[config.mk]
export PLATFORM = sky130hd
export DESIGN_NAME = ram_arbiter_flat
export DESIGN_NICKNAME = d
export VERILOG_FILES = /design/src/rtl/ram_arbiter_if.sv /design/src/rtl/ram_arbiter.sv /design/src/flat_wrapper.sv
export SDC_FILE = /design/constraint.sdc
export NUM_CORES = 1
export LEC_CHECK = 0
export ABC_AREA = 1
export CAP_MARGIN = 10
export CORE_MARGIN = 2
export CORE_UTILIZATION = 46
export CTS_CLUSTER_SIZE = 40
export DETAILED_ROUTE_END_ITERATION = 6
export GPL_TIMING_DRIVEN = 0
export PLACE_DENSITY = 0.82
export SYNTH_ARGS = -nofsm -noshare
export SYNTH_HDL_FRONTEND = slang
export SYNTH_SLANG_ARGS = --single-unit
[constraint.sdc]
create_clock -name clk -period 6.2 [get_ports clk]
set_input_delay 1.24 -clock clk [delete_from_list [all_inputs] [get_ports clk]]
set_output_delay 1.24 -clock clk [all_outputs]
set_load 0.01 [all_outputs]
[src/rtl/ram_arbiter_if.sv]
// Bus bundle between the two requesters, the fill controls and the RAM port.
// slave is the arbiter side; master is the environment (requesters, fill control, RAM).
interface ram_arbiter_if #(
  parameter int ADDR_W = 16,
  parameter int DATA_W = 8
);
  logic              req0;
  logic              req1;
  logic              we0;
  logic              we1;
  logic [ADDR_W-1:0] addr0;
  logic [ADDR_W-1:0] addr1;
  logic [DATA_W-1:0] wdata0;
  logic [DATA_W-1:0] wdata1;
  logic              gnt0;
  logic              gnt1;
  logic              rvalid0;
  logic              rvalid1;
  logic [DATA_W-1:0] rdata0;
  logic [DATA_W-1:0] rdata1;
  logic              fill_start;
  logic [ADDR_W-1:0] fill_base;
  logic [ADDR_W:0]   fill_count;
  logic [DATA_W-1:0] fill_value;
  logic              fill_busy;
  logic              fill_done;
  logic              ram_we;
  logic [ADDR_W-1:0] ram_addr;
  logic [DATA_W-1:0] ram_din;
  logic [DATA_W-1:0] ram_dout;

  modport slave (
    input  req0, req1, we0, we1, addr0, addr1, wdata0, wdata1,
    input  fill_start, fill_base, fill_count, fill_value, ram_dout,
    output gnt0, gnt1, rvalid0, rvalid1, rdata0, rdata1,
    output fill_busy, fill_done, ram_we, ram_addr, ram_din
  );

  modport master (
    output req0, req1, we0, we1, addr0, addr1, wdata0, wdata1,
    output fill_start, fill_base, fill_count, fill_value, ram_dout,
    input  gnt0, gnt1, rvalid0, rvalid1, rdata0, rdata1,
    input  fill_busy, fill_done, ram_we, ram_addr, ram_din
  );
endinterface

[src/rtl/ram_arbiter.sv]
// Two-port round-robin arbiter in front of a single-port synchronous RAM,
// with a block-fill sequencer that owns the RAM while requesters are stalled.
module ram_arbiter #(
  parameter int ADDR_W = 16,
  parameter int DATA_W = 8
) (
  input  logic         clk,
  input  logic         rst,
  ram_arbiter_if.slave bus
);

  typedef enum logic {
    IDLE = 1'b0,
    FILL = 1'b1
  } state_t;

  state_t            state_reg;
  logic              last_reg;
  logic [ADDR_W-1:0] cur_addr_reg;
  logic [ADDR_W:0]   remaining_reg;
  logic [DATA_W-1:0] value_reg;
  logic [ADDR_W-1:0] addr_hold_reg;
  logic [DATA_W-1:0] din_hold_reg;
  logic              rvalid0_reg;
  logic              rvalid1_reg;
  logic              fill_done_reg;

  logic              gnt0;
  logic              gnt1;
  logic              ram_we;
  logic [ADDR_W-1:0] ram_addr;
  logic [DATA_W-1:0] ram_din;

  // On a tie the port that was not served last wins; with no grant the RAM
  // address/data keep their previous values so idle reads are harmless.
  always_comb begin
    gnt0     = 1'b0;
    gnt1     = 1'b0;
    ram_we   = 1'b0;
    ram_addr = addr_hold_reg;
    ram_din  = din_hold_reg;
    if (!rst && state_reg == IDLE) begin
      gnt0 = bus.req0 & (~bus.req1 | last_reg);
      gnt1 = bus.req1 & (~bus.req0 | ~last_reg);
      if (gnt0) begin
        ram_we   = bus.we0;
        ram_addr = bus.addr0;
        ram_din  = bus.wdata0;
      end else if (gnt1) begin
        ram_we   = bus.we1;
        ram_addr = bus.addr1;
        ram_din  = bus.wdata1;
      end
    end else if (!rst && state_reg == FILL) begin
      ram_we   = 1'b1;
      ram_addr = cur_addr_reg;
      ram_din  = value_reg;
    end
  end

  always_ff @(posedge clk or posedge rst) begin
    if (rst) begin
      state_reg     <= IDLE;
      last_reg      <= 1'b1;
      cur_addr_reg  <= '0;
      remaining_reg <= '0;
      value_reg     <= '0;
      addr_hold_reg <= '0;
      din_hold_reg  <= '0;
      rvalid0_reg   <= 1'b0;
      rvalid1_reg   <= 1'b0;
      fill_done_reg <= 1'b0;
    end else begin
      addr_hold_reg <= ram_addr;
      din_hold_reg  <= ram_din;
      rvalid0_reg   <= gnt0 & ~bus.we0;
      rvalid1_reg   <= gnt1 & ~bus.we1;
      fill_done_reg <= 1'b0;
      if (gnt0) begin
        last_reg <= 1'b0;
      end else if (gnt1) begin
        last_reg <= 1'b1;
      end
      case (state_reg)
        IDLE: begin
          if (bus.fill_start) begin
            // An empty fill completes immediately without ever touching the RAM.
            if (bus.fill_count == '0) begin
              fill_done_reg <= 1'b1;
            end else begin
              state_reg     <= FILL;
              cur_addr_reg  <= bus.fill_base;
              remaining_reg <= bus.fill_count;
              value_reg     <= bus.fill_value;
            end
          end
        end
        FILL: begin
          cur_addr_reg  <= cur_addr_reg + ADDR_W'(1);
          remaining_reg <= remaining_reg - {{ADDR_W{1'b0}}, 1'b1};
          if (remaining_reg == {{ADDR_W{1'b0}}, 1'b1}) begin
            state_reg     <= IDLE;
            fill_done_reg <= 1'b1;
          end
        end
        default: state_reg <= IDLE;
      endcase
    end
  end

  assign bus.gnt0      = gnt0;
  assign bus.gnt1      = gnt1;
  assign bus.rvalid0   = rvalid0_reg;
  assign bus.rvalid1   = rvalid1_reg;
  assign bus.rdata0    = bus.ram_dout;
  assign bus.rdata1    = bus.ram_dout;
  assign bus.fill_busy = (state_reg == FILL);
  assign bus.fill_done = fill_done_reg;
  assign bus.ram_we    = ram_we;
  assign bus.ram_addr  = ram_addr;
  assign bus.ram_din   = ram_din;

endmodule

[src/flat_wrapper.sv]
// flat-port wrapper written by rule: the top's interface ports become plain ports
module ram_arbiter_flat 
#(
  parameter int ADDR_W = 16,
  parameter int DATA_W = 8
)
  (clk, rst, bus_req0, bus_req1, bus_we0, bus_we1, bus_addr0, bus_addr1, bus_wdata0, bus_wdata1, bus_fill_start, bus_fill_base, bus_fill_count, bus_fill_value, bus_ram_dout, bus_gnt0, bus_gnt1, bus_rvalid0, bus_rvalid1, bus_rdata0, bus_rdata1, bus_fill_busy, bus_fill_done, bus_ram_we, bus_ram_addr, bus_ram_din);
  ram_arbiter_if #(.ADDR_W(ADDR_W), .DATA_W(DATA_W)) bus_i ();
  input  logic clk;
  input  logic rst;
  input wire logic [$bits(bus_i.req0)-1:0] bus_req0;
  input wire logic [$bits(bus_i.req1)-1:0] bus_req1;
  input wire logic [$bits(bus_i.we0)-1:0] bus_we0;
  input wire logic [$bits(bus_i.we1)-1:0] bus_we1;
  input wire logic [$bits(bus_i.addr0)-1:0] bus_addr0;
  input wire logic [$bits(bus_i.addr1)-1:0] bus_addr1;
  input wire logic [$bits(bus_i.wdata0)-1:0] bus_wdata0;
  input wire logic [$bits(bus_i.wdata1)-1:0] bus_wdata1;
  input wire logic [$bits(bus_i.fill_start)-1:0] bus_fill_start;
  input wire logic [$bits(bus_i.fill_base)-1:0] bus_fill_base;
  input wire logic [$bits(bus_i.fill_count)-1:0] bus_fill_count;
  input wire logic [$bits(bus_i.fill_value)-1:0] bus_fill_value;
  input wire logic [$bits(bus_i.ram_dout)-1:0] bus_ram_dout;
  output wire logic [$bits(bus_i.gnt0)-1:0] bus_gnt0;
  output wire logic [$bits(bus_i.gnt1)-1:0] bus_gnt1;
  output wire logic [$bits(bus_i.rvalid0)-1:0] bus_rvalid0;
  output wire logic [$bits(bus_i.rvalid1)-1:0] bus_rvalid1;
  output wire logic [$bits(bus_i.rdata0)-1:0] bus_rdata0;
  output wire logic [$bits(bus_i.rdata1)-1:0] bus_rdata1;
  output wire logic [$bits(bus_i.fill_busy)-1:0] bus_fill_busy;
  output wire logic [$bits(bus_i.fill_done)-1:0] bus_fill_done;
  output wire logic [$bits(bus_i.ram_we)-1:0] bus_ram_we;
  output wire logic [$bits(bus_i.ram_addr)-1:0] bus_ram_addr;
  output wire logic [$bits(bus_i.ram_din)-1:0] bus_ram_din;
  assign bus_i.req0 = bus_req0;
  assign bus_i.req1 = bus_req1;
  assign bus_i.we0 = bus_we0;
  assign bus_i.we1 = bus_we1;
  assign bus_i.addr0 = bus_addr0;
  assign bus_i.addr1 = bus_addr1;
  assign bus_i.wdata0 = bus_wdata0;
  assign bus_i.wdata1 = bus_wdata1;
  assign bus_i.fill_start = bus_fill_start;
  assign bus_i.fill_base = bus_fill_base;
  assign bus_i.fill_count = bus_fill_count;
  assign bus_i.fill_value = bus_fill_value;
  assign bus_i.ram_dout = bus_ram_dout;
  assign bus_gnt0 = bus_i.gnt0;
  assign bus_gnt1 = bus_i.gnt1;
  assign bus_rvalid0 = bus_i.rvalid0;
  assign bus_rvalid1 = bus_i.rvalid1;
  assign bus_rdata0 = bus_i.rdata0;
  assign bus_rdata1 = bus_i.rdata1;
  assign bus_fill_busy = bus_i.fill_busy;
  assign bus_fill_done = bus_i.fill_done;
  assign bus_ram_we = bus_i.ram_we;
  assign bus_ram_addr = bus_i.ram_addr;
  assign bus_ram_din = bus_i.ram_din;
  ram_arbiter #(.ADDR_W(ADDR_W), .DATA_W(DATA_W)) u_core (.clk(clk), .rst(rst), .bus(bus_i));
endmodule
==> results <==
- The register area share after synthesis is 39.8%.
- The synthesized netlist contains 30 unique library cells.
- During synthesis, Yosys emitted a total of 0 warnings.
- The floorplan has 35 rows.
- The number of gates resized after CTS was 0.
- The count of endpoints failing hold in the final timing report is 0.
- Summed over all layers, the global routing overflow is 0.
- After synthesis, the mean cell area works out to 7.01 um2.
- Synthesis handed over a netlist of 629 instances.
- The worst setup path is of the input pin to primary output kind.
- Setup repair after global routing left no endpoint under its margin.
- The largest single stage delay on the critical path is 0.60 ns.
- The number of antenna violations at the first check in global routing came to 0.
- On the critical path the largest part of the delay comes from buffers and inverters.
- After clock tree synthesis, the clock-pin slew on the worst setup and hold paths is 0.07 ns.
- The insertion delay to the later sink of the worst-skew pair is 0.35 ns.
- The post-synthesis net count is 736.
- The HPWL after detailed placement is 10.7 mm.
- The analysis attributes to cell leakage a power of 2.70 nW.
- The most common library cell in the layout ignoring fill and taps is sky130_fd_sc_hd__nand2_1.
- In the layout the commonest cells are 161 x sky130_fd_sc_hd__nand2_1, 140 x sky130_fd_sc_hd__clkdlybuf4s50_1, 99 x sky130_fd_sc_hd__nand3_1.
- The length of the first detailed-routing pass in iterations is 6.
- The number of global-route vias before repair is 4746.
- The count of buffers added on input and output ports is 140.
- Counting instances, the worst hold path has a depth of 2.
- Dividing the final minimum period by the clock period gives 76.8%.
- For this run, the total global-route usage over all layers was measured as 26.6%.
- The CTS sink count is 70.
- Buffers inserted to repair hold after CTS numbered 0.
- The detailed-route vias per instance is 5.48.
- The number of clock buffers added by TritonCTS is 9.
- The congestion estimate from routability-driven global placement came to 0.942.
- The final layout contains 888 nets.
- The ratio of cells with drive above 1 in the final layout is 7.51%.
- The required time of the worst setup path is 4.96 ns.
- The pin count of the biggest net entering global routing is 61.
- The class of the tightest hold or removal check is register to register.
- The post-synthesis instance area is 4410 um2.
- The starting density of the core is 47.5%.
- The register with the most flip-flops in the layout has 17 of them.
- Power spread over the standard cell area amounts to 153 nW/um2.
- The core area is 9280 um2.
- Counting along the longest clock path gives a buffer depth of 2.
- Pin placement for this block handled 151 I/O pins.
- The number of buffers and inverters on the critical path is 3.
- The filler cells instantiated in the layout total 821.
- The area of all sequential standard cells is 1750 um2.
- The floorplan die width is 102 um.
- Measured against its own limit, the worst slew margin works out to 57.8%.
- The worst-case vdd ir drop is 0.0747 mV.
- The logic depth of the worst path, buffers included is 9.
- Of the post-synthesis cell area, the dominant cell type holds 39.2%.
- The largest area contributor in the synthesized netlist is sky130_fd_sc_hd__dfrtp_1.
- TritonCTS built the clock tree.
- The top fanout value on the critical path is 10.
- The die outline area is 10400 um2.
- The maximum clock frequency is 0.210 GHz.
- The die is 102 um tall.
- The worst-case hold slack is 0.487 ns.
- After detailed routing, the total wire length is 14.0 mm.
- The global-route wire length before repair is 22.0 mm.
- STA classifies the critical path startpoint as an input pin.
- The worst reg-to-reg path cell count is 9.
- The critical path data arrival time is 3.52 ns.
- Setup violations remaining at the end of the flow were counted as 0.
- By area the synthesized netlist is led by sky130_fd_sc_hd__dfrtp_1 39%, sky130_fd_sc_hd__nand2_1 14%, sky130_fd_sc_hd__nand3_1 11%.
- Clock tree synthesis selected as its root buffer the cell sky130_fd_sc_hd__clkbuf_8.
- The number of vias in the routed layout is 5016.
- The pin slew with the least headroom to its limit is 0.633 ns.
- STA classifies the critical path endpoint as a primary output.
- The setup check on the worst reg-to-reg path leaves a slack of 4.24 ns.
- The time the worst path needs with I/O delays and setup is 4.76 ns.
- The H-tree generated during clock tree synthesis spans 3 levels.
- The final max-slew violation count is 0.
- The number of DRC markers after the initial detailed-route iteration is 375.
- The hold path endpoint is u_core.value_reg[1].
- The remaining number of nets flagged by the antenna check after routing is 0.
- Post-CTS timing repair inserted 0 buffers for setup.
- The final worst clock skew is 0.00936 ns.
- The launch point of the worst hold path is u_core.value_reg[1].
- The flow ran to the end, and the final reports show no timing, DRC or antenna violations.
- The startpoint of the lowest-slack register-to-register path is u_core.remaining_reg[0].
- From synthesis to final layout, the design area changed by 40.3%.
- Dividing the detail-routed wire length by the instance count gives 15.3 um.
- The remaining design rule violation count is 0.
- Walking the worst path, the cells encountered are clkdlybuf4s50_1 -> nand2_1 -> nand2_1 -> clkbuf_1 -> nor2_1 -> nor3_1 -> o21ai_0 -> nand4_1 -> clkdlybuf4s50_1.
- Summed over all failing endpoints, the final setup total negative slack is 0 ns.
- In the final layout, the multi-input gates occupy 2250 um2.
- The critical register-to-register path endpoint is u_core.remaining_reg[12].
- On the critical path, the stage with the largest delay is an instance of sky130_fd_sc_hd__clkdlybuf4s50_1.
- The repair_antennas step left the layout with diodes totalling 0.
- The synthesized design contains 70 register bits.
- The tool flagged a number of max-cap violations equal to 0.
## worst max path at each step
stage | from | to | slack (ns)
after floorplan | rst | bus_ram_addr[13] | 0.76
after global placement | rst | bus_ram_din[5] | -0.98
after detailed placement | bus_req0 | bus_ram_addr[14] | 1.51
after CTS | bus_req0 | bus_ram_addr[14] | 1.46
after global routing | bus_req0 | bus_ram_addr[14] | 1.31
final | bus_req0 | bus_ram_addr[14] | 1.44
## Yosys cell counts, drive strengths merged
master    n
a21boi    2
ha        3
a21oi     3
inv      34
nand3   101
dfrtp    69
nand4    44
nor2     77
xor2      2
o21ai    37
clkbuf   17
nand3b    6
dfstp     1
xnor2     1
clkinv    1
buf      31
nand2   163
or2       8
nor3     29
## per-layer routing
layer | up-vias | GRT usage, % | routed length [um]
met2 | 260 | 45.6 | 6650
met4 | 0 | 9.33 | 282
met1 | 2326 | 33.9 | 5640
met3 | 26 | 4.99 | 1380
li1 | 2404 | - | -
met5 | - | 0 | 0
## cells by family (layout without fill, tap and decap cells)
family	Yosys count	after routing	share of synthesized area (%)
flip-flops	70	70	39.8
XOR/XNOR	3	3	0.596
AO/OA/AOI/OAI	42	42	4.97
adder cells (fa/ha/maj)	3	3	0.852
buffers and inverters	83	240	9.23
AND/OR/NAND/NOR	428	428	44.6
## worst reg2reg max path: cells and delay by family, from the launching register on
family	cells	cell delay, ns
simple gates	7	1.08
flops	1	0.42
buf+inv	1	0.11
fa+ha+maj	1	0.24
## area by class of cell
class | count | share of cell area [%]
multi-input combinational | 476 | 36.3
sequential | 70 | 28.4
timing repair buffer | 141 | 23.1
buffer | 48 | 4.47
clock buffer | 15 | 2.85
tap | 129 | 2.61
inverter | 35 | 2.17
clock inverter | 1 | 0.0810
## stage by stage
stage / util [%] / worst slack, ns / cell area (um2) / power [mW] / cells
finish: 66.6 / 1.44 / 6180 / 0.948 / 915
global route: 66.6 / 1.31 / 6180 / 0.985 / 915
CTS: 66.6 / 1.46 / 6180 / 0.954 / 915
floorplan: - / 0.760 / 4410 / 0.516 / 629
global placement: 64.3 / -0.983 / 5970 / 0.608 / 898
detailed placement: 64.6 / 1.51 / 6000 / 0.611 / 899
## power by group
group | switching [mW] | internal, mW | leakage [nW]
sequential | 0.00175 | 0.460 | 0.861
combinational | 0.0578 | 0.0832 | 1.75
clock | 0.167 | 0.178 | 0.0937
total | 0.227 | 0.722 | 2.70
Power figures use the tool's default switching activity.
